### src/rtl/dcache_pkg.sv
// dcache_pkg
//   Shared types and geometry for the direct-mapped data cache controller.
//   Contents:
//     DEF_WIDTH / DEF_IDX_W / DEF_CNT_W : default data width, index bits, counter width
//     SETS, TAG_W                       : line count and tag width for the default geometry
//     state_t                           : controller states IDLE / FILL / WRITE
//     addr_split_t, split_addr()        : byte address -> {tag, index}
package dcache_pkg;

    localparam int DEF_WIDTH = 32;
    localparam int DEF_IDX_W = 3;
    localparam int DEF_CNT_W = 16;

    localparam int SETS  = 2 ** DEF_IDX_W;
    localparam int TAG_W = DEF_WIDTH - DEF_IDX_W - 2;

    typedef enum logic [1:0] {
        IDLE  = 2'd0,
        FILL  = 2'd1,
        WRITE = 2'd2
    } state_t;

    typedef struct packed {
        logic [TAG_W-1:0]     tag;
        logic [DEF_IDX_W-1:0] index;
    } addr_split_t;

    // Lines are one word wide, so the two byte-offset bits sit below the index.
    function automatic addr_split_t split_addr(input logic [DEF_WIDTH-1:0] a);
        addr_split_t s;
        s.tag   = a[DEF_WIDTH-1:DEF_IDX_W+2];
        s.index = a[DEF_IDX_W+1:2];
        return s;
    endfunction

endpackage

### src/rtl/cache_store_input.sv
// cache_store_input
//   Merges a partial store into the currently cached word. The store data
//   arrives in the low lanes of din and is steered to the byte/half lane
//   selected by the byte offset. Size priority is sw > sh > sb; with no size
//   flag the cached word passes through unchanged.
//   Ports:
//     sw, sh, sb  in   store size flags
//     byte_off    in   addr[1:0] of the store
//     din         in   store data (low lanes)
//     mem_out     in   word currently held in the cache line
//     merged      out  word to write back into the line and to RAM
module cache_store_input (
    input  logic        sw,
    input  logic        sh,
    input  logic        sb,
    input  logic [1:0]  byte_off,
    input  logic [31:0] din,
    input  logic [31:0] mem_out,
    output logic [31:0] merged
);

    always_comb begin
        merged = mem_out;
        if (sw) begin
            merged = din;
        end else if (sh) begin
            // Half-word stores only look at addr[1]; addr[0] is ignored.
            if (byte_off[1]) begin
                merged[31:16] = din[15:0];
            end else begin
                merged[15:0] = din[15:0];
            end
        end else if (sb) begin
            case (byte_off)
                2'd0:    merged[7:0]   = din[7:0];
                2'd1:    merged[15:8]  = din[7:0];
                2'd2:    merged[23:16] = din[7:0];
                default: merged[31:24] = din[7:0];
            endcase
        end
    end

endmodule

### src/rtl/dcache_ctrl.sv
// dcache_ctrl
//   Direct-mapped, one-word-per-line, write-through, write-allocate data cache
//   controller between the CPU memory stage and data RAM. Owns the valid/tag/
//   data arrays, answers load hits combinationally, fills lines on any miss
//   and writes every store through to RAM, stalling the CPU while RAM works.
//   The array geometry follows the dcache_pkg defaults.
//   Ports:
//     clk, rst              clock, synchronous active-high reset
//     req_valid, we         CPU access strobe and store select
//     sw, sh, sb            store size flags
//     addr, din             byte address and store data
//     rd_data, stall        load word on hit, pipeline stall
//     ram_req, ram_we       registered RAM request and write enable
//     ram_addr, ram_wdata   word-aligned RAM address and merged store word
//     ram_rdata, ram_ready  RAM fill data and completion strobe
//     hit_cnt, miss_cnt     saturating lookup hit/miss counters
module dcache_ctrl
    import dcache_pkg::*;
#(
    parameter int WIDTH = DEF_WIDTH,
    parameter int IDX_W = DEF_IDX_W,
    parameter int CNT_W = DEF_CNT_W
) (
    input  logic             clk,
    input  logic             rst,
    input  logic             req_valid,
    input  logic             we,
    input  logic             sw,
    input  logic             sh,
    input  logic             sb,
    input  logic [WIDTH-1:0] addr,
    input  logic [WIDTH-1:0] din,
    output logic [WIDTH-1:0] rd_data,
    output logic             stall,
    output logic             ram_req,
    output logic             ram_we,
    output logic [WIDTH-1:0] ram_addr,
    output logic [WIDTH-1:0] ram_wdata,
    input  logic [WIDTH-1:0] ram_rdata,
    input  logic             ram_ready,
    output logic [CNT_W-1:0] hit_cnt,
    output logic [CNT_W-1:0] miss_cnt
);

    state_t state;
    state_t next_state;

    logic [SETS-1:0]            valid;
    logic [WIDTH-IDX_W-3:0]     tag_arr  [SETS];
    logic [WIDTH-1:0]           data_arr [SETS];

    addr_split_t req_split;
    addr_split_t fill_split;

    logic             is_store;
    logic             access;
    logic             hit;
    logic [WIDTH-1:0] mem_out;
    logic [WIDTH-1:0] merged;
    logic [WIDTH-1:0] word_addr;

    logic start_fill;
    logic start_write;
    logic fill_done;
    logic write_done;
    logic count_hit;
    logic count_miss;

    localparam logic [CNT_W-1:0] CNT_ONE = {{(CNT_W-1){1'b0}}, 1'b1};

    assign req_split  = split_addr(addr);
    // The fill target is taken from the registered RAM address so the line
    // written is the one actually requested, whatever the CPU does meanwhile.
    assign fill_split = split_addr(ram_addr);

    // A store with no size flag is not an access at all.
    assign is_store  = we & (sw | sh | sb);
    assign access    = req_valid & (~we | is_store);
    assign hit       = valid[req_split.index] & (tag_arr[req_split.index] == req_split.tag);
    assign mem_out   = data_arr[req_split.index];
    assign word_addr = {addr[WIDTH-1:2], 2'b00};

    cache_store_input u_store_input (
        .sw       (sw),
        .sh       (sh),
        .sb       (sb),
        .byte_off (addr[1:0]),
        .din      (din),
        .mem_out  (mem_out),
        .merged   (merged)
    );

    always_comb begin
        next_state  = state;
        stall       = 1'b0;
        rd_data     = '0;
        start_fill  = 1'b0;
        start_write = 1'b0;
        fill_done   = 1'b0;
        write_done  = 1'b0;
        count_hit   = 1'b0;
        count_miss  = 1'b0;
        case (state)
            IDLE: begin
                if (access) begin
                    if (!hit) begin
                        // Loads and stores both allocate; a store miss
                        // replays as a store hit once the line is in.
                        stall      = 1'b1;
                        count_miss = 1'b1;
                        start_fill = 1'b1;
                        next_state = FILL;
                    end else if (!we) begin
                        rd_data   = mem_out;
                        count_hit = 1'b1;
                    end else begin
                        stall       = 1'b1;
                        count_hit   = 1'b1;
                        start_write = 1'b1;
                        next_state  = WRITE;
                    end
                end
            end
            FILL: begin
                // Stall stays high in the ready cycle; the request is
                // replayed from IDLE on the following cycle and hits.
                stall = 1'b1;
                if (ram_ready) begin
                    fill_done  = 1'b1;
                    next_state = IDLE;
                end
            end
            WRITE: begin
                // The array already holds the store, so it retires as soon
                // as RAM accepts the write.
                stall = ~ram_ready;
                if (ram_ready) begin
                    write_done = 1'b1;
                    next_state = IDLE;
                end
            end
            default: begin
                next_state = IDLE;
            end
        endcase
    end

    always_ff @(posedge clk) begin
        if (rst) begin
            state     <= IDLE;
            valid     <= '0;
            ram_req   <= 1'b0;
            ram_we    <= 1'b0;
            ram_addr  <= '0;
            ram_wdata <= '0;
            hit_cnt   <= '0;
            miss_cnt  <= '0;
        end else begin
            state <= next_state;
            if (start_fill) begin
                ram_req  <= 1'b1;
                ram_we   <= 1'b0;
                ram_addr <= word_addr;
            end else if (start_write) begin
                ram_req   <= 1'b1;
                ram_we    <= 1'b1;
                ram_addr  <= word_addr;
                ram_wdata <= merged;
            end else if (fill_done || write_done) begin
                ram_req <= 1'b0;
            end
            if (fill_done) begin
                valid[fill_split.index] <= 1'b1;
            end
            if (count_hit && (hit_cnt != '1)) begin
                hit_cnt <= hit_cnt + CNT_ONE;
            end
            if (count_miss && (miss_cnt != '1)) begin
                miss_cnt <= miss_cnt + CNT_ONE;
            end
        end
    end

    // Tag/data arrays carry no reset; only the valid bits matter. Writes are
    // suppressed while rst is high so an abandoned fill leaves no trace.
    always_ff @(posedge clk) begin
        if (!rst) begin
            if (fill_done) begin
                data_arr[fill_split.index] <= ram_rdata;
                tag_arr[fill_split.index]  <= fill_split.tag;
            end else if (start_write) begin
                data_arr[req_split.index] <= merged;
            end
        end
    end

endmodule
### config.mk
export PLATFORM = sky130hd
export DESIGN_NAME = dcache_ctrl
export DESIGN_NICKNAME = d
export VERILOG_FILES = /design/src/rtl/dcache_pkg.sv /design/src/rtl/cache_store_input.sv /design/src/rtl/dcache_ctrl.sv
export SDC_FILE = /design/constraint.sdc
export NUM_CORES = 1
export LEC_CHECK = 0
export CAP_MARGIN = 20
export CORE_MARGIN = 5
export CORE_UTILIZATION = 49
export CTS_BUF_LIST = sky130_fd_sc_hd__clkbuf_4 sky130_fd_sc_hd__clkbuf_8 sky130_fd_sc_hd__clkbuf_16
export DETAILED_ROUTE_END_ITERATION = 8
export DONT_BUFFER_PORTS = 1
export HOLD_SLACK_MARGIN = 0.02
export PLACE_DENSITY = 0.73
export SETUP_SLACK_MARGIN = 0.2
export SYNTH_ARGS = -nofsm -noshare
export SYNTH_HDL_FRONTEND = slang
export SYNTH_SLANG_ARGS = --single-unit
### constraint.sdc
create_clock -name clk -period 16.69 [get_ports clk]
set_clock_uncertainty 0.15 [all_clocks]
set_input_delay 1.669 -clock clk [delete_from_list [all_inputs] [get_ports clk]]
set_output_delay 1.669 -clock clk [all_outputs]
set_load 0.02 [all_outputs]
Word-level counts from Yosys, hierarchy flattened
Memories as Yosys holds them, arrays and structs flattened.
Cells that the tools add are included.
- flip-flop bits (word level): 106
- bits in latches: 0
- bits in writable memories: 472
- memory bits (read-only): 0
- logic and storage cells: 102
- memories kept: 2
- memory list (memory ; words ; width ; read ports ; clocked after Yosys merged registers in ; wr ports ; line ; RTL):
    data_arr ; 8 ; 32 ; 1 ; 0 ; 1 ; dcache_ctrl.sv:50 ; logic [WIDTH-1:0] data_arr [SETS];
    tag_arr ; 8 ; 27 ; 1 ; 0 ; 1 ; dcache_ctrl.sv:49 ; logic [WIDTH-IDX_W-3:0] tag_arr [SETS];
- add/sub/neg operators: 2
- multiply operators: 0
- divide/modulo/power cells: 0
- $lt $le $gt $ge: 3
- eq/ne operators: 10
- shift-type cells: 0
- multiplexer cells: 53
- bitwise logic cells: 10
- reductions and logical operators: 14
- operators by type and width (cell ; count):
    $mux 32 ; 10
    $add 16x1->16 const B ; 2
    $mux 16 ; 2
    $mux 8 ; 4
    $ne 16x16->1 const B ; 2
    $reduce_or 32->1 ; 1
    $mux 1 ; 28
    $eq 27x27->1 ; 1
    $lt 3x4->1 const B ; 2
    $mux 2 ; 4
    $or 8x8->8 ; 1
    $eq 2x1->1 const B ; 2
    $eq 2x2->1 const B ; 2
    $logic_not 2->1 ; 2
    $pmux 2 s2 ; 1
    $reduce_or 2->1 ; 2
    $and 1x1->1 ; 3
    $bmux 1 s3 ; 1
    $demux 1 s3 ; 1
    $ge 3x1->1 const B ; 1
    $logic_and 1x1->1 ; 3
    $mux 3 ; 1
    $ne 3x3->1 const B ; 1
    $not 1->1 ; 3
    other kinds (10) ; 12

Logic depth before layout (Yosys ltp)
- depth after elaboration: 13
- mapped depth: 14

Hierarchy
From an unflattened synthesis, not the netlist that was laid out.
- cell total of the unflattened synthesis: 1501
- area, all modules: 24838.8 sq um
- modules (own cells, without submodules) (module ; instances ; cells each ; area each (sq um) ; sequential area each (sq um)):
    dcache_ctrl ; 1 ; 1374 ; 23792.8 ; 16295.6
    cache_store_input ; 1 ; 127 ; 1046.0 ; 0.0

Worst setup path after synthesis
OpenSTA, ideal clock, no wires.
- path kind: input port to flip-flop
- start: input port addr[3]
- end: memory data_arr[0][0] in the netlist's numbering (enable)
- setup time: 0.511 ns
- arrival time: 7.252 ns
- required time: 16.029 ns
- setup slack: 8.778 ns
- stages: 12
- path buffers: 4
- path through: buf_2 -> buf_4 -> mux4_2 -> mux2i_1 -> xor2_1 -> nand3_1 -> nor4_4 -> and4_1 -> buf_2 -> nand4_4 -> buf_2 -> o41ai_1
- cells in the longest elaborated chain, start to end: 12
- elaborated cells between the ends (all ways): 15
- those cells by class: 1 x eq/ne; 11 x mux; 1 x bitwise; 1 x reduce/logical; 1 x memory
- RTL lines (item ; line ; RTL):
    start: declaration ; dcache_ctrl.sv:31 ; input logic [WIDTH-1:0] addr,
    $mem_v2 8x27 / $bmux 1 s3 (equally long branches) ; - ;
    $eq 27x27->1 / $mux 1 (equally long branches) ; dcache_ctrl.sv:79 ; assign hit = valid[req_split.index] & (tag_arr[req_split.index] == req_split.tag);
    $and 1x1->1 ; dcache_ctrl.sv:79 ;
    $mux 1 ; dcache_ctrl.sv:106 ; if (!hit) begin
    $mux 1 ; dcache_ctrl.sv:105 ; if (access) begin
    $mux 1 ; dcache_ctrl.sv:103 ; case (state)
    $mux 1 ; dcache_ctrl.sv:191 ; end else if (start_write) begin
    $mux 1 ; dcache_ctrl.sv:188 ; if (fill_done) begin
    $mux 1 ; dcache_ctrl.sv:187 ; if (!rst) begin
    $mux 1 (implied by the code) ; dcache_ctrl.sv:192 ; data_arr[req_split.index] <= merged;
    $reduce_or 32->1 (no source line) ; - ;
    $mux 3 (no source line) / $mux 1 (equally long branches) ; - ;
    end: declaration ; dcache_ctrl.sv:50 ;
Parallel ways exist; a longest one is shown, timed or not. The select of a mux whose other input is x is not followed.

Final worst setup path
- start: input port addr[2]
- end: output port rd_data[20]
- cells in the longest elaborated chain, start to end: 6
- elaborated cells between the ends (all ways): 10
- those cells by class: 1 x eq/ne; 6 x mux; 1 x bitwise; 2 x memory
- RTL lines (item ; line ; RTL):
    $mem_v2 8x27 / $bmux 1 s3 (equally long branches) ; - ;
    $eq 27x27->1 / $mux 1 (equally long branches) ; dcache_ctrl.sv:79 ;
    $and 1x1->1 ; dcache_ctrl.sv:79 ;
    $mux 32 * ; dcache_ctrl.sv:106 ;
    $mux 32 * ; dcache_ctrl.sv:105 ;
    $mux 32 * ; dcache_ctrl.sv:103 ;
    end: declaration ; dcache_ctrl.sv:33 ; output logic [WIDTH-1:0] rd_data,
Mark *: on every way between the ends. The rest lies on a longest branch, timed or not. The select of a mux whose other input is x is not followed.

==> impl_metrics.json <==
{
  "finalMaxSlewViolations": 0,
  "syn_area_mm2": 0.0248,
  "yosys.area_share.adder": 0.00303,
  "p_per_area_mw_per_mm2": 112,
  "critPathCaptureType": "output port",
  "postSynthCellCount": 1635,
  "finalSetupViolCount": 0,
  "fin_util": 0.546,
  "slew_headroom": 0.267,
  "antenna_found_initial": 3,
  "max_stage_delay_ps": 810,
  "path_max_fanout": 119,
  "synth.area.mux_share": 0.169,
  "clock_power_share": 0.432,
  "crit_type": "primary input to output port",
  "multiInputGateArea_mm2": 0.00794,
  "clock.fmax_mhz": 141,
  "worstRegToRegCells": 9,
  "fp.coreArea_mm2": 0.0501,
  "regToRegSetupSlack_ps": 11730,
  "synth_area_leader_cell": "edfxtp_1",
  "gp_congestion": 0.847,
  "tightest_slew_ps": 1100,
  "synth-xor-area-share": 0.00530,
  "die-area_mm2": 0.0552,
  "antenna_left": 0,
  "avgSynthCellArea_um2": 15.2,
  "cts_tree": "yes",
  "combinationalPowerShare": 0.045,
  "ys_async_sr_fraction": 0,
  "synth_top_area_frac": 0.572,
  "drive_above_1_share": 0.145,
  "tns_ps": 0,
  "synth-edff-count": 472,
  "switching_power_w": 0.000654,
  "leakagePower_nw": 9.11,
  "cp.required_ps": 14870,
  "ioPinCount": 235,
  "rsz0062_at_grt": "no",
  "layout_commonest_cell": "edfxtp_1",
  "internal_power_w": 0.00242,
  "status": "complete, no violations",
  "drc": 0,
  "worstPathCellList": "nor2b_1 -> a22oi_1 -> a21oi_1 -> o211ai_1 -> nor4_1 -> nand4_1 -> or3_1 -> buf_4 -> nor2_1",
  "synth-seq-cells": 578,
  "period_minus_slack_ps": 7100,
  "synth_cell_type_count": 63,
  "ys_seq_area_frac": 0.658,
  "port_buffers": 0,
  "maxCapViolations": 0,
  "cp_slowest_cell": "nor4_1",
  "htreeDepth": 2,
  "grt_max_degree": 186,
  "first_global_vias": 14000,
  "synth_compound_area_frac": 0.0489,
  "hpwl_um": 35300,
  "grt_pass1_wl_um": 86400,
  "worstSetupStartpoint": "addr[2]",
  "power_frac_seq": 0.523,
  "cts_resized": 0,
  "yosys_warnings": 0,
  "clkSinkCount": 578,
  "synthFlopType": "edfxtp_1",
  "synth-simple-area-share": 0.0898,
  "r2r_start": "tag_arr[2][0]",
  "wl_per_cell_um": 24.2,
  "clk_pin_slew_ps": 60,
  "register_area_mm2": 0.0163,
  "firstDrtPassIters": 5,
  "cts_buffers": 57,
  "cp.arrival_ps": 5280,
  "gr-total-overflow": 0,
  "ir_worst_vdd_mv": 0.0891,
  "num_rows": 82,
  "mostFrequentLayoutCells": "edfxtp_1, mux2i_1, nand2b_1, dfxtp_1, mux4_2",
  "drt_iter0_drc": 1078,
  "dieWidth_um": 235,
  "start_util": 0.495,
  "routed_wl_um": 56600,
  "die-height_um": 235,
  "ys_top_cells_by_area": "edfxtp_1, dfxtp_1, mux4_2, mux2i_1, nand2b_1",
  "vias": 13800,
  "cts-root-buf": "clkbuf_16",
  "p_sw_frac": 0.213,
  "hold_buffers": 0,
  "cts_setup_buffers": 0,
  "endpoint": "rd_data[20]",
  "nets": 1724,
  "cp-start-kind": "primary input",
  "grtUsageTotal": 0.199,
  "fillers": 3957,
  "clock_latency_ps": 620,
  "vias_per_cell": 5.90,
  "hold_violations": 0,
  "fin_crit_sh": 0.425,
  "synth_top_family_by_area": "multiplexers",
  "r2r_end": "data_arr[0][27]",
  "clockBufferDepth": 3,
  "syn2layout_area_growth_pct": 10.4,
  "hold_class": "flop to flop"
}
## how the worst min path moves through the flow
stage                        start       end  cells past startpoint
after global routing      valid[6]  valid[6]                      2
after CTS                 valid[2]  valid[2]                      2
final                     valid[2]  valid[2]                      2
after detailed placement  valid[2]  valid[2]                      2
after floorplan           valid[2]  valid[2]                      2
after global placement    valid[5]  valid[5]                      2
## critical path: cells and delay by family
kind                   cells  cell delay (ps)
AND/OR/NAND/NOR            5             2660
AO/OA/AOI/OAI              3              550
buffers and inverters      1              250
## layer usage
layer | vias to the layer above | track usage | share of wire
met4 | 2 | 0.0598 | 0.029
met1 | 6967 | 0.258 | 0.40
met3 | 104 | 0.0605 | 0.085
met2 | 479 | 0.328 | 0.49
met5 | - | 0 | 0.00012
li1 | 6232 | - | -
## area by class of cell
| class | count | share of cell area |
|---|---|---|
| sequential | 578 | 0.596 |
| multi-input combinational | 924 | 0.290 |
| clock buffer | 76 | 0.0585 |
| tap | 672 | 0.0307 |
| clock inverter | 32 | 0.0141 |
| timing repair buffer | 19 | 0.00567 |
| inverter | 34 | 0.00467 |
| antenna | 2 | 0.000183 |
## power groups by stage
stage	Clock (W)	Sequential, W	Combinational [W]
after global placement	0	0.00164	0.000133
after CTS	0.00135	0.00161	0.000138
after detailed placement	0	0.00164	0.000137
final	0.00133	0.00161	0.000138
after global routing	0.00142	0.00161	0.000151
after floorplan	0	0.00163	0.000131
## sequential cells by signal, indices dropped and copies added (netlist names)
register and cells:
ram_we 1, valid 8, ram_addr 30, miss_cnt 16, hit_cnt 16, data_arr 256, tag_arr 216, ram_wdata 32
ram_req 1, state 2
## metrics by stage
stage	power [W]	area [µm²]	setup WS [ps]	cells	hold slack, ps
2_1_floorplan	0.00176	24800	8780	1636	292
3_3_place_gp	0.00177	25300	9840	2225	300
3_5_place_dp	0.00177	25300	9530	2225	305
4_1_cts	0.00310	27300	9730	2333	316
5_1_grt	0.00318	27300	9440	2337	353
6_report	0.00307	27300	9590	2337	318
## synth_stat cells, drive strengths merged, types with 10 or more instances
master,count
a311oi,10
o21ai,67
nor2,71
or3,14
nor3,10
mux2,41
clkbuf,50
buf,50
xor2,12
mux2i,165
a22oi,17
a21oi,45
nand2b,133
nand2,75
mux4,92
nor2b,28
dfxtp,106
edfxtp,472
inv,33
a22o,10
nand3,25
and3,20
## logic make-up after synthesis
family / after synthesis
other: 1
multiplexers: 298
XOR/XNOR: 15
flip-flops: 578
AO/OA/AOI/OAI: 192
AND/OR/NAND/NOR: 411
adder cells (fa/ha/maj): 6
buffers and inverters: 134
Power figures use the tool's default switching activity.
